`src/rtl/bp_pht.sv`:
```
// bp_pht: pattern-history-table branch predictor.
// A table of 2^IDX_W saturating CNT_W-bit counters indexed from the fetch PC.
// A sequential clear sweep initialises the table after reset and on flush, so
// the table itself carries no reset and can map onto a RAM.
// Optional feature macro: BP_GSHARE_EN (gshare index hash with a
// non-speculative global history register). Undefined = bimodal.
//
// Handshake: lookup is a combinational query (lk_valid_i only qualifies
// lk_taken_o). An update is accepted when upd_valid_i=1 in RUN with
// flush_i=0; acceptance is acknowledged by a one-cycle upd_done_o pulse on
// the following cycle. There is no back-pressure.
module bp_pht #(
    parameter int PC_W  = 32,
    parameter int IDX_W = 6,
    parameter int CNT_W = 2,
    parameter int GHR_W = 4
) (
    input  logic             clk,
    input  logic             rst,
    input  logic             flush_i,
    output logic             busy_o,
    input  logic             lk_valid_i,
    input  logic [PC_W-1:0]  lk_pc_i,
    output logic             lk_taken_o,
    output logic [IDX_W-1:0] lk_idx_o,
    input  logic             upd_valid_i,
    input  logic [IDX_W-1:0] upd_idx_i,
    input  logic             upd_taken_i,
    input  logic             upd_pred_i,
    output logic             upd_done_o,
    output logic             upd_correct_o,
    output logic [GHR_W-1:0] ghr_o
);

    localparam int DEPTH = 1 << IDX_W;

    localparam logic [0:0] ST_CLEAR = 1'b0;
    localparam logic [0:0] ST_RUN   = 1'b1;

    localparam logic [CNT_W-1:0] CNT_INIT = CNT_W'((1 << (CNT_W - 1)) - 1);
    localparam logic [CNT_W-1:0] CNT_MAX  = {CNT_W{1'b1}};
    localparam logic [IDX_W-1:0] PTR_LAST = {IDX_W{1'b1}};

    logic [0:0]       state_q, state_d;
    logic [IDX_W-1:0] clr_ptr_q, clr_ptr_d;
    logic [CNT_W-1:0] table_q [DEPTH];
    logic             upd_done_q, upd_correct_q;

    logic             upd_accept;
    logic [IDX_W-1:0] base_idx;
    logic [IDX_W-1:0] lk_idx;
    logic [CNT_W-1:0] lk_cnt;
    logic [CNT_W-1:0] upd_cur;
    logic [CNT_W-1:0] upd_nxt;
    logic             tbl_we;
    logic [IDX_W-1:0] tbl_waddr;
    logic [CNT_W-1:0] tbl_wdata;
    logic [GHR_W-1:0] ghr_w;

    // Only the index bits of the PC are used; the rest are deliberately ignored.
    logic unused_lk_pc;
    assign unused_lk_pc = ^lk_pc_i;

    // Byte-offset bits are dropped so consecutive instructions hit distinct entries.
    assign base_idx   = lk_pc_i[IDX_W+1:2];
    assign upd_accept = upd_valid_i & (state_q == ST_RUN) & ~flush_i;

`ifdef BP_GSHARE_EN
    logic [GHR_W-1:0] ghr_q, ghr_d;

    // History shifts in resolved outcomes only; flush empties it.
    always_comb begin
        ghr_d = ghr_q;
        if (flush_i) begin
            ghr_d = '0;
        end else if (upd_accept) begin
            ghr_d = GHR_W'({ghr_q, upd_taken_i});
        end
    end

    // Global history register.
    always_ff @(posedge clk or negedge rst) begin
        if (!rst) begin
            ghr_q <= '0;
        end else begin
            ghr_q <= ghr_d;
        end
    end

    assign lk_idx = base_idx ^ IDX_W'(ghr_q);
    assign ghr_w  = ghr_q;
`else
    assign lk_idx = base_idx;
    assign ghr_w  = '0;
`endif

    // Saturating counter step for the update port.
    always_comb begin
        upd_cur = table_q[upd_idx_i];
        upd_nxt = upd_cur;
        if (upd_taken_i) begin
            if (upd_cur != CNT_MAX) upd_nxt = upd_cur + CNT_W'(1);
        end else begin
            if (upd_cur != '0) upd_nxt = upd_cur - CNT_W'(1);
        end
    end

    // Single write port: the sweep owns it in CLEAR, updates own it in RUN.
    always_comb begin
        tbl_we    = 1'b0;
        tbl_waddr = clr_ptr_q;
        tbl_wdata = CNT_INIT;
        if (!flush_i) begin
            if (state_q == ST_CLEAR) begin
                tbl_we = 1'b1;
            end else if (upd_accept) begin
                tbl_we    = 1'b1;
                tbl_waddr = upd_idx_i;
                tbl_wdata = upd_nxt;
            end
        end
    end

    // Counter table storage (no reset; contents come from the sweep).
    always_ff @(posedge clk) begin
        if (tbl_we) begin
            table_q[tbl_waddr] <= tbl_wdata;
        end
    end

    // Clear/run sequencing; flush restarts the sweep from entry 0.
    always_comb begin
        state_d   = state_q;
        clr_ptr_d = clr_ptr_q;
        if (flush_i) begin
            state_d   = ST_CLEAR;
            clr_ptr_d = '0;
        end else if (state_q == ST_CLEAR) begin
            if (clr_ptr_q == PTR_LAST) begin
                state_d   = ST_RUN;
                clr_ptr_d = '0;
            end else begin
                clr_ptr_d = clr_ptr_q + IDX_W'(1);
            end
        end
    end

    // FSM state and sweep pointer registers.
    always_ff @(posedge clk or negedge rst) begin
        if (!rst) begin
            state_q   <= ST_CLEAR;
            clr_ptr_q <= '0;
        end else begin
            state_q   <= state_d;
            clr_ptr_q <= clr_ptr_d;
        end
    end

    // Registered acknowledge of accepted updates.
    always_ff @(posedge clk or negedge rst) begin
        if (!rst) begin
            upd_done_q    <= 1'b0;
            upd_correct_q <= 1'b0;
        end else begin
            upd_done_q    <= upd_accept;
            upd_correct_q <= upd_accept & (upd_pred_i == upd_taken_i);
        end
    end

    // Lookup reads the pre-update table contents; no write bypass.
    assign lk_cnt        = table_q[lk_idx];
    assign lk_idx_o      = lk_idx;
    assign lk_taken_o    = lk_valid_i & (state_q == ST_RUN) & lk_cnt[CNT_W-1];
    assign busy_o        = (state_q == ST_CLEAR);
    assign upd_done_o    = upd_done_q;
    assign upd_correct_o = upd_correct_q;
    assign ghr_o         = ghr_w;

endmodule

```
`config.mk`:
```
export PLATFORM = sky130hd
export DESIGN_NAME = bp_pht
export DESIGN_NICKNAME = d
export VERILOG_FILES = /design/src/rtl/bp_pht.sv
export SDC_FILE = /design/constraint.sdc
export NUM_CORES = 1
export LEC_CHECK = 0
export CORE_MARGIN = 2
export CORE_UTILIZATION = 32
export CTS_CLUSTER_DIAMETER = 30
export DETAILED_ROUTE_END_ITERATION = 7
export SLEW_MARGIN = 20
export SYNTH_ARGS = -nofsm -noshare
export SYNTH_HDL_FRONTEND = slang
export SYNTH_SLANG_ARGS = --single-unit
```
`constraint.sdc`:
```
create_clock -name clk -period 12.2 [get_ports clk]
set_clock_uncertainty 0.2 [all_clocks]
set_input_delay 2.44 -clock clk [delete_from_list [all_inputs] [get_ports clk]]
set_output_delay 2.44 -clock clk [all_outputs]
set_load 0.03 [all_outputs]
```
Word-level counts from Yosys, hierarchy flattened --
Memory sizes are Yosys's and may differ from the RTL's. Index checks and enable logic that the tools add are counted.
Operators by class: $add $sub $neg 3, multiply operators 0, bitwise gates (word level) 7, magnitude comparators 0, muxes and demuxes 20, eq/ne operators 4, shift-type cells 0, divide/modulo/power cells 0, reductions and logical operators 1
Operator list (number):
- 6-bit 2-to-1 mux | 6
- 2-bit 2-to-1 mux | 6
- 1-bit 2-to-1 mux | 8
- 6-bit by 1-bit adder with 6-bit output (second input constant) | 1
- 6-bit == test (second input constant) | 1
- 1-bit bitwise AND | 5
- 2-bit inequality test (second input constant) | 2
- 2-bit by 1-bit adder with 2-bit output (second input constant) | 1
- 1-bit NOT | 2
- 2-bit nonzero test | 1
- 2-bit by 1-bit subtractor with 2-bit output (second input constant) | 1
- 1-bit == test | 1
Word-level totals: memory bits (read-only) 0, bits in latches 0, register bits 9, memories 1, output and inout port bits 14, logic and storage cells 40, memory bits (writable) 128, input port bits 45
Memory list:
- table_q | words 64, bits a word 2, rd ports 2, clocked after memory_dff 0, write ports 1, RTL line 46 | logic [CNT_W-1:0] table_q [DEPTH];

Logic depth before layout (Yosys ltp) --
Gate-level depths: netlist of the first run.
depth in word-level cells 7, depth in mapped cells 8, depth with buffers taken out 7

Worst setup path before layout of the first run --
OpenSTA, ideal clock, no wires.
kind input-to-reg, start input port upd_idx_i[0], end memory table_q[0][0] (data pin), required time 11.298 ns, setup time 0.702 ns, arrival 6.707 ns, stages on the path 8, path slack 4.591 ns, cells stage by stage buf_2 buf_2 mux4_2 mux2i_1 o22ai_1 a211oi_1 a21oi_1 o21ai_0
Between the ends: cells in the longest elaborated chain, start to end 7, elaborated cells between the ends (all ways) 11, classes of those cells add/sub: 2; eq/ne: 1; mux: 6; reduce/logical: 1; memory: 1
Ends and longest elaborated chain:
- from (decl) | RTL line 27 | input logic [IDX_W-1:0] upd_idx_i,
- memory 64 x 2 bit (*)
- 2-bit by 1-bit subtractor with 2-bit output, or another cell as far along | RTL line 104 | if (upd_cur != '0) upd_nxt = upd_cur - CNT_W'(1);
- 2-bit 2-to-1 mux (on tied branches) | RTL line 104, 102
- 2-bit 2-to-1 mux (*) | RTL line 101 | if (upd_taken_i) begin
- 2-bit 2-to-1 mux (*) | RTL line 116 | end else if (upd_accept) begin
- 2-bit 2-to-1 mux (*) | RTL line 114 | if (state_q == ST_CLEAR) begin
- 2-bit 2-to-1 mux (*) | RTL line 113 | if (!flush_i) begin
- named net tbl_wdata[0] | RTL line 57 | logic [CNT_W-1:0] tbl_wdata;
- to (decl) | RTL line 46
The timed path passes the listed nets; every way through them passes the cells marked *.

Final worst setup path of the first run --
start input port lk_pc_i[3], end output port lk_taken_o
Between the ends: cells in the longest elaborated chain, start to end 2
Ends and longest elaborated chain:
- from (decl) | RTL line 23 | input logic [PC_W-1:0] lk_pc_i,
- memory 64 x 2 bit
- 1-bit bitwise AND | RTL line 173 | assign lk_taken_o = lk_valid_i & (state_q == ST_RUN) & lk_cnt[CNT_W-1];
- to (decl) | RTL line 24 | output logic lk_taken_o,
No other way between the ends.

==> flow_summary_export.csv, run 1 <==
group,metric,value,unit
outcome,status,"finished clean",
sta,finalMaxSlewViolations,0,
sta,finalCriticalPeriod,8.49,ns
synthesis,yosysUniqueCellTypes,38,
finish,diodes,0,
synthesis,synth_seq_cells,137,
global_routing,grt_pass1_wl,22400,um
die,num_rows,51,
finish,final_net_count,488,
global_routing,grt_max_degree,45,
route,vias,3764,
setup_path,reg2reg_slack,8.77,ns
global_routing,grt_overflow,0,
clock_tree,cts_buffers,17,
power_and_ir_drop,power_density,141,nW/um^2
power_and_ir_drop,p_int,0.832,mW
clock_tree,clk_transition_reported_paths,0.05,ns
route,firstDrtPassIters,5,
synthesis,synth_top_family_by_area,"multiplexers",
setup_path,worst_setup_path_end_kind,"primary output",
route,finalWirelength,14600,um
setup_path,arrival,5.85,ns
power_and_ir_drop,cellLeakagePower,2.57,nW
synthesis,avgSynthCellArea,15.4,sq um
placed_design,dp_hpwl,9420,um
global_routing,met1_usage,18.1,%
synthesis,synth_adder_area_share,0.349,%
run,maxCapViolCount,0,
clock_tree,clk_latency,0.42,ns
sta,relSlewSlack,26.5,%
route,wl_per_cell,20.2,um
clock_tree,cts_tree,"built",
synthesis,synth_xor_area_share,0.407,%
sta,timing.final.crit_share,69.6,%
synthesis,syn-instance-count,418,
die,die_h,146,um
power_and_ir_drop,ir_drop,0.0740,mV
global_routing,grt_pass1_vias,3933,
power_and_ir_drop,pwr-share-clk,46.0,%
clock_tree,clock-sinks,137,
clock_tree,htreeDepth,4,
route,drc_errors,0,
placed_design,port_buffers,28,
sta,max_freq,118,MHz
power_and_ir_drop,p_comb_share,5.8,%
clock_tree,root_buffer,"clkbuf_16",
setup_path,cp_cell_sequence,"clkdlybuf4s50_1 -> mux4_2 -> mux4_2 -> mux4_2 -> and3_1 -> clkdlybuf4s50_1",
clock_tree,hold_buffers,0,
global_routing,antenna_found_initial,0,
power_and_ir_drop,power_frac_seq,48.2,%
setup_path,slowest_delay,1.20,ns
finish,syn_to_final_growth,16.4,%
sta,rsz0062_at_grt,"false",
sta,tightest_slew,1.10,ns
finish,multi_input_area,2220,sq um
global_routing,grt_usage,14.2,%
global_routing,use_met3,3.39,%
synthesis,synth-compound-area-share,4.19,%
power_and_ir_drop,p_sw,0.226,mW
global_routing,grt.busiest_layer,"met2",
finish,register_area,4070,sq um
clock_tree,cts_resized,0,
power_and_ir_drop,sw_frac_of_total,21.4,%
sta,hold_viol_final,0,
synthesis,ys.warnings.count,0,
hold_path,hold_class,"reg2reg",
synthesis,synth.mux.area_fraction,19.7,%
setup_path,cp-start-kind,"input port",
die,core_area,19600,sq um
setup_path,cpMostUsedCell,"mux4_2",
synthesis,yosys.area_share.simple,9.21,%
route,ant_nets,0,
synthesis,syn_area,6450,sq um
finish,fillCellCount,1824,
synthesis,yosysSeqAreaShare,63.1,%
die,die_w,146,um
global_routing,met2_usage,23.4,%
setup_path,cp.required,9.56,ns
setup_path,crit_path_max_fanout,17,
sta,setup_violations,0,
placed_design,gp_congestion,0.796,
clock_tree,postCtsSetupBuffers,0,
finish,final_core_util,38.3,%
die,die_area,21300,sq um
route,drtIter0Drc,344,
clock_tree,clk_path_buf_depth,2,
sta,fin_tns_setup,0,ns
route,viasPerCell,5.23,
die,ios,59,
finish,drive_gt1_share,20.4,%
setup_path,path_class,"in2out",
setup_path,worst_path_max_delay_cell,"clkdlybuf4s50_1",
die,start_util,32.9,%
cells by family after synthesis:
logic type,Yosys count
buffers and inverters,36
adder cells (fa/ha/maj),2
AND/OR/NAND/NOR,137
AO/OA/AOI/OAI,41
multiplexers,61
flip-flops,137
XOR/XNOR,3
other,1
cell type report:
type,count,area share (%)
sequential,137,54.2
tap,265,4.42
clock buffer,19,5.77
multi-input combinational,248,29.6
timing repair buffer,32,4.00
clock inverter,13,1.73
inverter,6,0.300
through the flow:
stage               total power, mW  setup slack (ns)  hold slack, ns  cell area, sq um  std cells
global route                   1.09              3.64           0.429              7510        720
floorplan                     0.562              4.59           0.307              6460        421
CTS                            1.07              3.65           0.392              7510        720
detailed placement            0.582              3.67           0.384              6940        688
global placement              0.581              3.72           0.355              6940        688
finish                         1.06              3.71           0.398              7510        720
path summary, 6_finish.rpt:
check	cells after the start	to	from
max in group asynchronous	1	clr_ptr_q[3]	rst
hold reg to reg	1	clr_ptr_q[3]	clr_ptr_q[3]
setup reg to reg	6	table_q[53][1]	state_q
setup / recovery	6	lk_taken_o	lk_pc_i[3]
hold / removal	1	clr_ptr_q[3]	clr_ptr_q[3]
min in group asynchronous	1	clr_ptr_q[4]	rst
Yosys cell counts:
library cell / instances / share of area, %
edfxtp_1: 128 / 60
nor2_1: 77 / 4.5
mux4_2: 53 / 19
nand2_1: 27 / 1.6
buf_4: 11 / 1.3
clkbuf_1: 11 / 0.64
dfrtp_1: 9 / 3.5
mux2i_1: 8 / 1.2
nand3_1: 8 / 0.62
nor2b_1: 7 / 0.68
o21ai_0: 7 / 0.54
o22ai_1: 6 / 0.58
a31oi_1: 5 / 0.48
buf_2: 5 / 0.39
nand2b_1: 5 / 0.48
o31ai_1: 5 / 0.58
a211oi_1: 4 / 0.47
a21oi_1: 4 / 0.31
a22oi_1: 4 / 0.47
inv_1: 4 / 0.23
nand3b_1: 4 / 0.47
o21a_1: 3 / 0.35
or3_1: 3 / 0.29
and3_1: 2 / 0.19
buf_1: 2 / 0.12
clkinv_1: 2 / 0.12
or2_2: 2 / 0.19
xnor2_1: 2 / 0.27
a211o_1: 1 / 0.14
a31o_2: 1 / 0.14
and2_1: 1 / 0.097
buf_6: 1 / 0.17
conb_1: 1 / 0.058
ha_1: 1 / 0.19
maj3_1: 1 / 0.16
o31a_1: 1 / 0.14
or3b_2: 1 / 0.14
xor2_1: 1 / 0.14
flip-flops by register name (all words and copies together), names as in the netlist:
register / flops
table_q: 128
upd_correct_o: 1
upd_done_o: 1
clr_ptr_q: 6
state_q: 1
power groups by stage:
stage          Sequential [mW]  Clock, mW  Combinational, mW
6_report                 0.510      0.486             0.0619
5_1_grt                  0.510      0.512             0.0663
4_1_cts                  0.510      0.493             0.0625
3_5_place_dp             0.520          0             0.0622
3_3_place_gp             0.520          0             0.0614
2_1_floorplan            0.519          0             0.0426
cell usage in the layout, fill, tap and decap left out, types with 2 or more instances in the layout:
| cell | count |
|---|---|
| edfxtp_1 | 128 |
| nor2_1 | 76 |
| mux4_2 | 53 |
| nand2_1 | 27 |
| clkdlybuf4s50_1 | 26 |
| clkbuf_16 | 17 |
| dfrtp_1 | 9 |
| mux2i_1 | 8 |
| nand3_1 | 8 |
| nor2b_1 | 7 |
| o22ai_1 | 6 |
| o21ai_0 | 6 |
| a31oi_1 | 5 |
| nand2b_1 | 5 |
| o31ai_1 | 5 |
| inv_1 | 4 |
| nand3b_1 | 4 |
| clkinv_1 | 4 |
| a211oi_1 | 4 |
| a22oi_1 | 4 |
| a21oi_1 | 4 |
| conb_1 | 4 |
| clkinvlp_4 | 4 |
| buf_4 | 4 |
| or3_1 | 3 |
| o21a_1 | 3 |
| clkinv_2 | 3 |
| or2_2 | 2 |
| and3_1 | 2 |
| xnor2_1 | 2 |
| clkinv_4 | 2 |
| bufinv_16 | 2 |
| clkbuf_1 | 2 |
| buf_2 | 2 |
layer usage:
| layer | wire [um] | vias up |
|---|---|---|
| li1 | - | 1669 |
| met1 | 6030 | 1927 |
| met2 | 7120 | 143 |
| met3 | 1070 | 25 |
| met4 | 340 | 0 |
| met5 | 0 | - |
worst max-delay path: cells and delay by family:
| kind | cells | cell delay (ns) |
|---|---|---|
| multiplexers | 3 | 1.43 |
| buffers and inverters | 2 | 1.78 |
| AND/OR/NAND/NOR | 1 | 0.18 |
Note: power is estimated with default switching activity, not from simulation.
==> run 2: changes to the inputs <==
Clock period 12.2 ns to 7.1 ns, I/O delays scaled along.
==> run 2 against run 1 <==
Compared with the run above: first-iteration DRC count grew 11%; via count is 1.2% higher; total power up 70%; flip-flop and latch count unchanged; final area increased by 0.10%; register-to-register slack got worse by 5.1 ns; core utilization about the same; routed wire length grew 2.9%; critical path depth rose by 1; worst setup slack worse by 2.8 ns; cell count increased by 0.28%.
==> flow_summary_export.csv, run 2 (synthesized netlist as in run 1, its figures left out) <==
group,metric,value,unit
finish,finalInstanceArea,7510,sq um
power_and_ir_drop,cellLeakagePower,2.58,nW
setup_path,crit-reg2reg-capture,"table_q[60][1]",
sta,hold_viol_final,0,
placed_design,pre_cts_slack,0.865,ns
power_and_ir_drop,ir_drop,0.111,mV
finish,final_net_count,490,
hold_path,min_from,"clr_ptr_q[0]",
clock_tree,htreeDepth,4,
setup_path,cp_cell_sequence,"clkdlybuf4s50_1 -> buf_4 -> mux4_2 -> mux4_2 -> mux4_2 -> and3_1 -> clkdlybuf4s50_1",
finish,layout_commonest_cell,"edfxtp_1",
clock_tree,postCtsSetupBuffers,0,
route,vias,3810,
global_routing,grt_overflow,0,
placed_design,gp_congestion,0.796,
clock_tree,clk_path_buf_depth,2,
outcome,status,"finished clean",
sta,rsz0062_at_grt,"false",
route,wl_per_cell,20.8,um
die,core_area,19600,sq um
hold_path,min_to,"clr_ptr_q[0]",
hold_path,hold_path_depth,1,
global_routing,grt_usage,14.7,%
clock_tree,cts_buffers,17,
clock_tree,clock-sinks,137,
placed_design,dp_hpwl,9960,um
clock_tree,root_buffer,"clkbuf_16",
sta,tightest_slew,0.934,ns
setup_path,reg2reg_slack,3.64,ns
finish,drive_gt1_share,21.7,%
route,firstDrtPassIters,5,
setup_path,slowest_delay,0.58,ns
route,viasPerCell,5.28,
setup_path,r2r_start,"state_q",
setup_path,cp.required,5.48,ns
die,ios,59,
clock_tree,clk_transition_reported_paths,0.06,ns
setup_path,path_class,"in2out",
finish,final_cell_mix,"edfxtp_1 (128), nor2_1 (76), mux4_2 (53)",
setup_path,arrival,4.59,ns
hold_path,hold_class,"reg2reg",
sta,max_freq,161,MHz
setup_path,crit_path_max_fanout,17,
global_routing,antenna_found_initial,0,
finish,largest_reg_flops,128,
placed_design,placed_area,6960,sq um
sta,timing.final.crit_share,87.4,%
setup_path,worst_setup_path_end_kind,"primary output",
clock_tree,cts_tree,"built",
sta,finalCriticalPeriod,6.21,ns
route,drtIter0Drc,382,
die,die_area,21300,sq um
die,die_w,146,um
global_routing,grt_max_degree,45,
global_routing,grt_pass1_vias,4010,
clock_tree,cts_resized,0,
clock_tree,clk_latency,0.42,ns
placed_design,port_buffers,28,
die,start_util,32.9,%
sta,setup_slack,0.893,ns
die,die_h,146,um
setup_path,cpMostUsedCell,"mux4_2",
finish,final_core_util,38.4,%
global_routing,grt_pass1_wl,23000,um
setup_path,cp-start-kind,"input port",
power_and_ir_drop,power_density,240,nW/um^2
run,maxCapViolCount,0,
finish,regMostFlops,"table_q",
sta,fin_tns_setup,0,ns
finish,syn_to_final_growth,16.5,%
sta,finalMaxSlewViolations,0,
finish,reg.largest.list,"table_q (128), clr_ptr_q (6)",
finish,diodes,0,
setup_path,reg2reg_depth,6,
route,drc_errors,0,
route,finalWirelength,15000,um
clock_tree,hold_buffers,0,
setup_path,worst_path_max_delay_cell,"clkdlybuf4s50_1",
die,num_rows,51,
sta,relSlewSlack,37.7,%
sta,setup_violations,0,
power_and_ir_drop,p_total,1.80,mW
route,ant_nets,0,
## run 2: layout make-up
class / count / area [sq um]
fillers: 1836 / 12100
flip-flops and latches: 137 / 4070
multi-input cells: 248 / 2220
clock buffers: 17 / 425
well taps: 265 / 332
repair buffers: 34 / 315
clock inverters: 15 / 130
inverters: 6 / 22.5
## run 2: per-stage QoR
| stage | instances | hold slack [ns] |
|---|---|---|
| detailed placement | 690 | 0.380 |
| finish | 722 | 0.397 |
| CTS | 722 | 0.394 |
| floorplan | 421 | 0.307 |
| global placement | 690 | 0.356 |
| global route | 722 | 0.418 |
## run 2: worst max-delay path by stage
stage,from,end,cells past startpoint
detailed placement,lk_pc_i[2],lk_taken_o,7
global route,lk_pc_i[2],lk_taken_o,7
floorplan,upd_idx_i[0],table_q[0][0],8
CTS,lk_pc_i[2],lk_taken_o,7
finish,lk_pc_i[2],lk_taken_o,7
global placement,lk_pc_i[2],lk_taken_o,7
## run 2: power by group
group / switching (mW) / internal [mW]
logic: 0.0621 / 0.0444
registers: 0.00288 / 0.873
clock network: 0.339 / 0.480
## run 2: per-layer routing
metal / share of wire [%] / vias to the layer above / GRT usage [%]
met5: 0 / - / 0
met4: 2.5 / 0 / 6.50
met3: 6.5 / 21 / 3.73
met2: 50 / 141 / 24.5
met1: 41 / 1970 / 18.2
li1: - / 1678 / -
## run 2: critical path: cells and delay by family
| kind | cells | cell delay, ns |
|---|---|---|
| multiplexers | 3 | 1.57 |
| buffers and inverters | 3 | 1.39 |
| AND/OR/NAND/NOR | 1 | 0.19 |
